[src/rtl/tag_scoreboard.sv]
// Per-warp register scoreboard and completion-tag allocator feeding the wait buffer.
// Optional synchronous flush port is enabled with `define TAG_SCOREBOARD_FLUSH_EN.
module tag_scoreboard #(
  parameter int NumTags         = 8,
  parameter int RegIdxWidth     = 6,
  parameter int OperandsPerInst = 2,
  parameter int PayloadWidth    = 64,
  parameter int TagWidth        = $clog2(NumTags)
) (
  input  logic                                   clk_i,
  input  logic                                   rst_ni,
`ifdef TAG_SCOREBOARD_FLUSH_EN
  input  logic                                   flush_i,
`endif
  input  logic                                   dec_valid_i,
  output logic                                   sb_ready_o,
  input  logic [PayloadWidth-1:0]                dec_payload_i,
  input  logic                                   dec_has_dst_i,
  input  logic [RegIdxWidth-1:0]                 dec_dst_reg_i,
  input  logic [OperandsPerInst-1:0]             dec_operands_required_i,
  input  logic [OperandsPerInst*RegIdxWidth-1:0] dec_operands_i,
  output logic                                   wb_valid_o,
  input  logic                                   wb_ready_i,
  output logic [PayloadWidth-1:0]                wb_payload_o,
  output logic [RegIdxWidth-1:0]                 wb_dst_reg_o,
  output logic [OperandsPerInst-1:0]             wb_operands_required_o,
  output logic [OperandsPerInst*RegIdxWidth-1:0] wb_operands_o,
  output logic [TagWidth-1:0]                    wb_tag_o,
  output logic [OperandsPerInst-1:0]             wb_operands_ready_o,
  output logic [OperandsPerInst*TagWidth-1:0]    wb_operand_tags_o,
  input  logic                                   eu_valid_i,
  input  logic [TagWidth-1:0]                    eu_tag_i
);

  localparam int NumRegs = 1 << RegIdxWidth;

  logic                      flush;
  logic [NumTags-1:0]        tag_busy_q, tag_busy_d;
  logic [NumRegs-1:0]        reg_pending_q, reg_pending_d;
  logic [TagWidth-1:0]       reg_tag_q [NumRegs];
  logic [TagWidth-1:0]       reg_tag_d [NumRegs];
  logic [TagWidth-1:0]       free_tag;
  logic                      any_free;
  logic                      accept;
  logic                      eu_hit;
  logic [OperandsPerInst-1:0]          op_ready;
  logic [OperandsPerInst*TagWidth-1:0] op_tags;
  logic [OperandsPerInst-1:0]          snoop_ready;
  logic [RegIdxWidth-1:0]              src;

  logic                                   out_valid_q;
  logic [PayloadWidth-1:0]                out_payload_q;
  logic [RegIdxWidth-1:0]                 out_dst_q;
  logic [OperandsPerInst-1:0]             out_required_q;
  logic [OperandsPerInst*RegIdxWidth-1:0] out_operands_q;
  logic [TagWidth-1:0]                    out_tag_q;
  logic [OperandsPerInst-1:0]             out_ready_q;
  logic [OperandsPerInst*TagWidth-1:0]    out_op_tags_q;

`ifdef TAG_SCOREBOARD_FLUSH_EN
  assign flush = flush_i;
`else
  assign flush = 1'b0;
`endif

  // Lowest free tag, from registered state only so a tag freed this cycle waits a cycle.
  always_comb begin
    free_tag = '0;
    any_free = 1'b0;
    for (int i = NumTags - 1; i >= 0; i--) begin
      if (!tag_busy_q[i]) begin
        free_tag = TagWidth'(i);
        any_free = 1'b1;
      end
    end
  end

  assign sb_ready_o = any_free && (!out_valid_q || wb_ready_i) && !flush;
  assign accept     = dec_valid_i && sb_ready_o;
  assign eu_hit     = eu_valid_i && tag_busy_q[eu_tag_i] && !flush;

  always_comb begin
    tag_busy_d    = tag_busy_q;
    reg_pending_d = reg_pending_q;
    reg_tag_d     = reg_tag_q;
    if (eu_hit) tag_busy_d[eu_tag_i] = 1'b0;
    if (accept) tag_busy_d[free_tag] = 1'b1;
    for (int r = 0; r < NumRegs; r++) begin
      if (eu_hit && reg_tag_q[r] == eu_tag_i) reg_pending_d[r] = 1'b0;
    end
    // A new writer of the same register overrides a same-cycle completion.
    if (accept && dec_has_dst_i) begin
      reg_pending_d[dec_dst_reg_i] = 1'b1;
      reg_tag_d[dec_dst_reg_i]     = free_tag;
    end
  end

  always_comb begin
    op_ready = '1;
    op_tags  = '0;
    src      = '0;
    for (int k = 0; k < OperandsPerInst; k++) begin
      src = dec_operands_i[k*RegIdxWidth +: RegIdxWidth];
      if (dec_operands_required_i[k]) begin
        op_ready[k] = !reg_pending_q[src] || (eu_hit && eu_tag_i == reg_tag_q[src]);
        op_tags[k*TagWidth +: TagWidth] = reg_tag_q[src];
      end
    end
  end

  always_comb begin
    snoop_ready = out_ready_q;
    for (int k = 0; k < OperandsPerInst; k++) begin
      if (eu_hit && out_op_tags_q[k*TagWidth +: TagWidth] == eu_tag_i) snoop_ready[k] = 1'b1;
    end
  end

  always_ff @(posedge clk_i) begin
    if (!rst_ni) begin
      tag_busy_q     <= '0;
      reg_pending_q  <= '0;
      reg_tag_q      <= '{default: '0};
      out_valid_q    <= 1'b0;
      out_payload_q  <= '0;
      out_dst_q      <= '0;
      out_required_q <= '0;
      out_operands_q <= '0;
      out_tag_q      <= '0;
      out_ready_q    <= '0;
      out_op_tags_q  <= '0;
    end else if (flush) begin
      tag_busy_q    <= '0;
      reg_pending_q <= '0;
      out_valid_q   <= 1'b0;
    end else begin
      tag_busy_q    <= tag_busy_d;
      reg_pending_q <= reg_pending_d;
      reg_tag_q     <= reg_tag_d;
      if (accept) begin
        out_valid_q    <= 1'b1;
        out_payload_q  <= dec_payload_i;
        out_dst_q      <= dec_dst_reg_i;
        out_required_q <= dec_operands_required_i;
        out_operands_q <= dec_operands_i;
        out_tag_q      <= free_tag;
        out_ready_q    <= op_ready;
        out_op_tags_q  <= op_tags;
      end else if (out_valid_q) begin
        out_ready_q <= snoop_ready;
        if (wb_ready_i) out_valid_q <= 1'b0;
      end
    end
  end

  assign wb_valid_o             = out_valid_q;
  assign wb_payload_o           = out_payload_q;
  assign wb_dst_reg_o           = out_dst_q;
  assign wb_operands_required_o = out_required_q;
  assign wb_operands_o          = out_operands_q;
  assign wb_tag_o               = out_tag_q;
  assign wb_operands_ready_o    = out_ready_q;
  assign wb_operand_tags_o      = out_op_tags_q;

`ifndef SYNTHESIS
  completion_of_busy_tag: assert property (@(posedge clk_i) disable iff (!rst_ni || flush)
    eu_valid_i |-> tag_busy_q[eu_tag_i]);
`endif

endmodule

[config.mk]
export PLATFORM = sky130hd
export DESIGN_NAME = tag_scoreboard
export DESIGN_NICKNAME = d
export VERILOG_FILES = /design/src/rtl/tag_scoreboard.sv
export SDC_FILE = /design/constraint.sdc
export NUM_CORES = 1
export LEC_CHECK = 0
export ABC_AREA = 1
export ABC_CLOCK_PERIOD_IN_PS = 4580
export CORE_ASPECT_RATIO = 2
export CORE_MARGIN = 10
export CORE_UTILIZATION = 34
export CTS_CLUSTER_DIAMETER = 40
export DETAILED_ROUTE_END_ITERATION = 10
export MAX_ROUTING_LAYER = met4
export PLACE_DENSITY = 0.59
export SLEW_MARGIN = 30
export SYNTH_ARGS = -nofsm -noshare
export SYNTH_HDL_FRONTEND = slang
export SYNTH_SLANG_ARGS = --single-unit
[constraint.sdc]
create_clock -name clk_i -period 4.58 [get_ports clk_i]
set_input_delay 0.687 -clock clk_i [delete_from_list [all_inputs] [get_ports clk_i]]
set_output_delay 0.687 -clock clk_i [all_outputs]
set_load 0.02 [all_outputs]
==> results_dict.tcl, run 1 <==
set metrics [dict create \
    outcome "finished, final reports clean" \
    drt_pre_antenna_iters 5 \
    timing.critical_path.mode_cell "clkdlybuf4s50_1" \
    antennaDiodeCount 0 \
    place_area_um2 21800 \
    cts_tree "done" \
    drive_above_1_share_pct 4.91 \
    synth.ff_latch_count 360 \
    cp.arrival_ns 2.16 \
    stdcell_area_um2 23100 \
    dieArea_um2 68100 \
    startpoint_type "primary input" \
    power.leakage_nw 8.04 \
    gp_congestion 0.955 \
    io_buffers 189 \
    multiInputGateArea_um2 11200 \
    ctsHoldBuffers 0 \
    syn_inst 2918 \
    max_freq_ghz 0.351 \
    die_h_um 359 \
    ys_types 33 \
    rsz0062_at_grt "no" \
    initial_utilization_pct 34.3 \
    netlist_top_cells_area "dfxtp_1 37%, nand2_1 16%, nand3_1 11%" \
    first_global_vias 20100 \
    crit_slowest_cell "clkdlybuf4s50_1" \
    synthesis.area_um2 19600 \
    skew_ns 0.0145 \
    fillers 6132 \
    seq_area_um2 7210 \
    fp.coreArea_um2 57100 \
    period_share_pct 62.2 \
    drcViolationCount 0 \
    crit_path_end_kind "primary output" \
    async_flop_share_pct 0 \
    synth.largest_area_cell "dfxtp_1" \
    syn-mean-instance-area_um2 6.70 \
    synth_common_cells "813 x nand2_1, 449 x nand3_1, 360 x dfxtp_1" \
    fin_crit_ns 2.85 \
    slew_viol_final 0 \
    routed_wl_um 80900 \
    setup_viol 0 \
    ctsResizeCount 0 \
    synthFlopType "dfxtp_1" \
    synth.most_common_cell "nand2_1" \
    root_buffer "clkbuf_16" \
    required_ns 3.89 \
    yosys.area.top_type_share_pct 36.8 \
    worstPathCellList "clkdlybuf4s50_1, or2_2, o21ai_1, inv_2, clkdlybuf4s50_1" \
    track_usage_pct 23.6 \
    rows 124 \
    yosysWarnings 0 \
    crit_fanout 2 \
    drtIter0Drc 1553 \
    reg2reg_slack_ns 1.99 \
    area_delta_synth_final_pct 18.1 \
    tightest_slew_ns 1.02 \
    die_w_um 190 \
    detailed_place_hpwl_um 53500 \
    synth-edff-count 0 \
    grt_pass1_wl_um 123000 \
    vias 20700 \
    clock_latency_ns 0.56 \
    hold_slack_ns 0.463 \
    vdd_drop_max_mv 0.285 \
    drv_cap 0 \
    fin_util_pct 40.5 \
    cp_top_family "buffers and inverters" \
    synth_seq_area_share_pct 36.8 \
    p_per_area_nw_per_um2 332 \
    numCtsBuffers 38 \
    grt_overflow 0 \
    setup-tns-final_ns 0 \
    slew_headroom_pct 32.1 \
    cts.sinks 360 \
    min_path_type "reg -> reg" \
    post_cts_buffers 0 \
    hold_viol_final 0 \
    slowest_delay_ns 0.54 \
    synthesis.nets 3011 \
    viasPerCell 5.52 \
    grt_max_degree 129 \
    htreeDepth 2 \
    crit_buf_inv 3 \
    cts.clk_slew.worst_paths_ns 0.07 \
    clk_path_buf_depth 3 \
    antenna_found_initial 0 \
    io_pins 190 \
    finalNetCount 3061 \
    wl_per_cell_um 21.6 \
    crit_type "in -> out" \
    final_antenna_net_count 0 \
]
## path summary, 6_finish.rpt
check,cells past startpoint,start,endpoint
worst min register to register,2,wb_payload_o[56],wb_payload_o[56]
worst min-delay path,2,wb_payload_o[56],wb_payload_o[56]
worst max register to register,13,tag_busy_q[6],reg_tag_q[107]
worst max-delay path,5,wb_ready_i,sb_ready_o
## flip-flops by register name (all words and copies together) (netlist names)
| register | count |
|---|---|
| wb_tag_o | 3 |
| wb_operands_o | 12 |
| reg_tag_q | 192 |
| wb_dst_reg_o | 6 |
| wb_operand_tags_o | 6 |
| wb_operands_required_o | 2 |
| tag_busy_q | 8 |
| wb_valid_o | 1 |
| wb_operands_ready_o | 2 |
| wb_payload_o | 64 |
| reg_pending_q | 64 |
## cell type report
type,instances,share of cell area [%]
timing repair buffer,229,9.61
clock inverter,14,0.812
clock buffer,54,4.96
multi-input combinational,2296,48.6
tap,756,4.09
inverter,43,0.764
sequential,360,31.2
## tightest hold or removal path: stages, from the launching register on
cell and delay (ns):
dfxtp_1 0.31, nand2_1 0.06, a21oi_1 0.05
## layout by cell type (no fill, tap or decap), types with 9 or more instances in the layout
cell type	synthesis	layout
a211oi_1	24	24
o21ai_0	186	186
o21ai_1	9	9
inv_1	31	25
dfxtp_1	360	360
clkbuf_16	0	41
nor2_1	166	166
buf_4	8	41
nor3_1	15	15
nand2_2	8	9
nand2_1	813	812
a21oi_1	341	341
clkdlybuf4s50_1	0	181
nand4_1	66	66
xnor2_1	189	189
nand3_1	449	449
## logic make-up after synthesis
logic type | share of synthesized area [%]
AO/OA/AOI/OAI | 15.0
XOR/XNOR | 8.78
buffers and inverters | 5.85
flip-flops | 36.8
AND/OR/NAND/NOR | 33.6
## where the power goes
group | switching, mW | internal [mW]
combinational | 0.724 | 0.367
sequential | 0.0431 | 3.19
clock | 1.40 | 1.94
## stage by stage
step	setup WS [ns]	power, mW	instances
2_1_floorplan	2.41	3.93	2918
3_3_place_gp	1.31	4.39	3684
3_5_place_dp	1.28	4.38	3684
4_1_cts	1.71	7.71	3752
5_1_grt	1.54	7.90	3752
6_report	1.73	7.67	3752
## per-layer routing
layer | GRT usage [%] | part of all wire (%) | vias up
met3 | 4.29 | 7.0 | 291
met1 | 24.6 | 36 | 9631
li1 | - | - | 9893
met4 | 17.7 | 8.2 | 0
met5 | - | 0 | -
met2 | 38.8 | 48 | 905
Note: power is estimated with default switching activity, not from simulation.
==> inputs of run 2 (changes only) <==
- ABC_CLOCK_PERIOD_IN_PS: 4580 -> 2800
- clock period: 4.58 -> 2.8 ns (I/O delays scaled with it)
==> run 2 against run 1 <==
Compared with the run above:
- clock skew increased by 0.0094 ns
- critical path depth grew 1
- final area increased by 2.0%
- worst setup slack lost 1.5 ns
- largest power group is now sequential cells
- register-to-register slack got worse by 1.4 ns
- sequential cell count did not move
- highest routed layer unchanged
- sequential share of layout area is 0.62 points lower
- die area stayed put
- combinational power up 73%
- critical endpoint unchanged
- clock power is 58% higher
- largest cell class unchanged
- via count up 0.50%
==> results_dict.tcl, run 2 (same netlist as run 1, synthesis figures left out) <==
set metrics [dict create \
    clk_path_buf_depth 3 \
    fin_cells 3779 \
    final_common_cell "nand2_1" \
    detailed_place_hpwl_um 54100 \
    grt_overflow 0 \
    setup_viol 0 \
    fillers 6107 \
    final_antenna_net_count 0 \
    grt_max_degree 192 \
    io_buffers 189 \
    layout_common_cells "812 x nand2_1, 449 x nand3_1, 360 x dfxtp_1" \
    drv_cap 0 \
    slew_viol_final 0 \
    seq_area_um2 7210 \
    die_h_um 359 \
    cts.clk_slew.worst_paths_ns 0.07 \
    finalNetCount 3089 \
    max_freq_ghz 0.389 \
    cp_top_family "buffers and inverters" \
    vias 20800 \
    period_share_pct 91.9 \
    htreeDepth 2 \
    fin_crit_ns 2.57 \
    hold_viol_final 0 \
    rsz0062_at_grt "no" \
    drcViolationCount 0 \
    min_path_type "in -> reg" \
    routed_wl_um 80900 \
    largest_register "reg_tag_q" \
    crit_fanout 4 \
    initial_utilization_pct 34.3 \
    skew_ns 0.0239 \
    wl_per_cell_um 21.4 \
    clock_latency_ns 0.58 \
    ctsResizeCount 0 \
    fin_util_pct 41.3 \
    power.leakage_nw 8.26 \
    crit_type "reg -> out" \
    crit_slowest_cell "clkdlybuf4s50_1" \
    root_buffer "clkbuf_16" \
    slowest_delay_ns 0.58 \
    viasPerCell 5.51 \
    first_global_vias 20300 \
    gp_congestion 0.968 \
    drive_above_1_share_pct 5.72 \
    required_ns 2.38 \
    worstPathCellList "nand2_1, nor3_1, inv_1, o21ai_1, inv_2, clkdlybuf4s50_1" \
    post_cts_buffers 0 \
    dpl.cell_count 3713 \
    tightest_slew_ns 0.916 \
    io_pins 190 \
    p_per_area_nw_per_um2 529 \
    setup-tns-final_ns 0 \
    drtIter0Drc 1665 \
    ctsHoldBuffers 0 \
    rows 124 \
    fp.coreArea_um2 57100 \
    numCtsBuffers 37 \
    die_w_um 190 \
    antenna_found_initial 1 \
    cp.arrival_ns 2.15 \
    vdd_drop_max_mv 0.444 \
    track_usage_pct 23.8 \
    crit_path_end_kind "primary output" \
    largest_reg_flops 192 \
    crit_buf_inv 3 \
    slew_headroom_pct 38.9 \
    grt_pass1_wl_um 123000 \
    multiInputGateArea_um2 11200 \
    outcome "finished, final reports clean" \
    dieArea_um2 68100 \
    startpoint_type "flop" \
    area_delta_synth_final_pct 20.5 \
    cts.sinks 360 \
    cts_tree "done" \
    drt_pre_antenna_iters 6 \
]
run 2: cell count changes in the layout (fill, tap and decap cells not counted), moves of 2 or more:
cell        change
buf_4           +4
clkbuf_16       -2
clkinvlp_4      +3
buf_12         +26
clkinv_2        -3
run 2: path summary, 6_finish.rpt:
kind / start / cells after the start / slack (ns) / endpoint
worst max-delay path: tag_busy_q[6] / 6 / 0.23 / sb_ready_o
worst min register to register: wb_payload_o[46] / 2 / 0.46 / wb_payload_o[46]
worst min-delay path: eu_tag_i[1] / 5 / 0.28 / tag_busy_q[1]
worst max register to register: tag_busy_q[6] / 13 / 0.58 / reg_tag_q[122]
run 2: per-stage QoR:
stage | instance area (um^2) | hold WS (ns) | setup slack (ns) | power (mW)
2_1_floorplan | 19600 | 0.453 | 0.900 | 6.42
3_3_place_gp | 22300 | 0.451 | 0.151 | 7.28
6_report | 23600 | 0.280 | 0.226 | 12.5
4_1_cts | 23600 | 0.259 | 0.231 | 12.6
5_1_grt | 23600 | 0.312 | 0.137 | 12.9
3_5_place_dp | 22300 | 0.455 | 0.149 | 7.28
run 2: final cells by class:
type	instances	area share (%)
antenna	1	0.0106
clock buffer	51	4.59
clock inverter	14	0.770
inverter	43	0.743
multi-input combinational	2296	47.6
sequential	360	30.6
tap	756	4.01
timing repair buffer	258	11.7
run 2: where the power goes:
group | total (mW) | leakage [nW] | switching, mW | internal [mW]
sequential | 5.29 | 2.92 | 0.0701 | 5.22
combinational | 1.89 | 4.73 | 1.22 | 0.671
clock | 5.29 | 0.606 | 2.29 | 3.01
run 2: tightest hold or removal path: stages:
cell and delay [ns]:
buf_4 0.12, nor3_2 0.06, nand2_1 0.06, nand2_1 0.05
a21oi_1 0.11
run 2: routing by layer:
metal	track usage, %	up-vias	routed length (um)
met5	-	-	0
met4	17.0	0	6300
met3	4.58	306	5450
met2	39.7	911	40000
met1	24.5	9665	29200
li1	-	9942	-
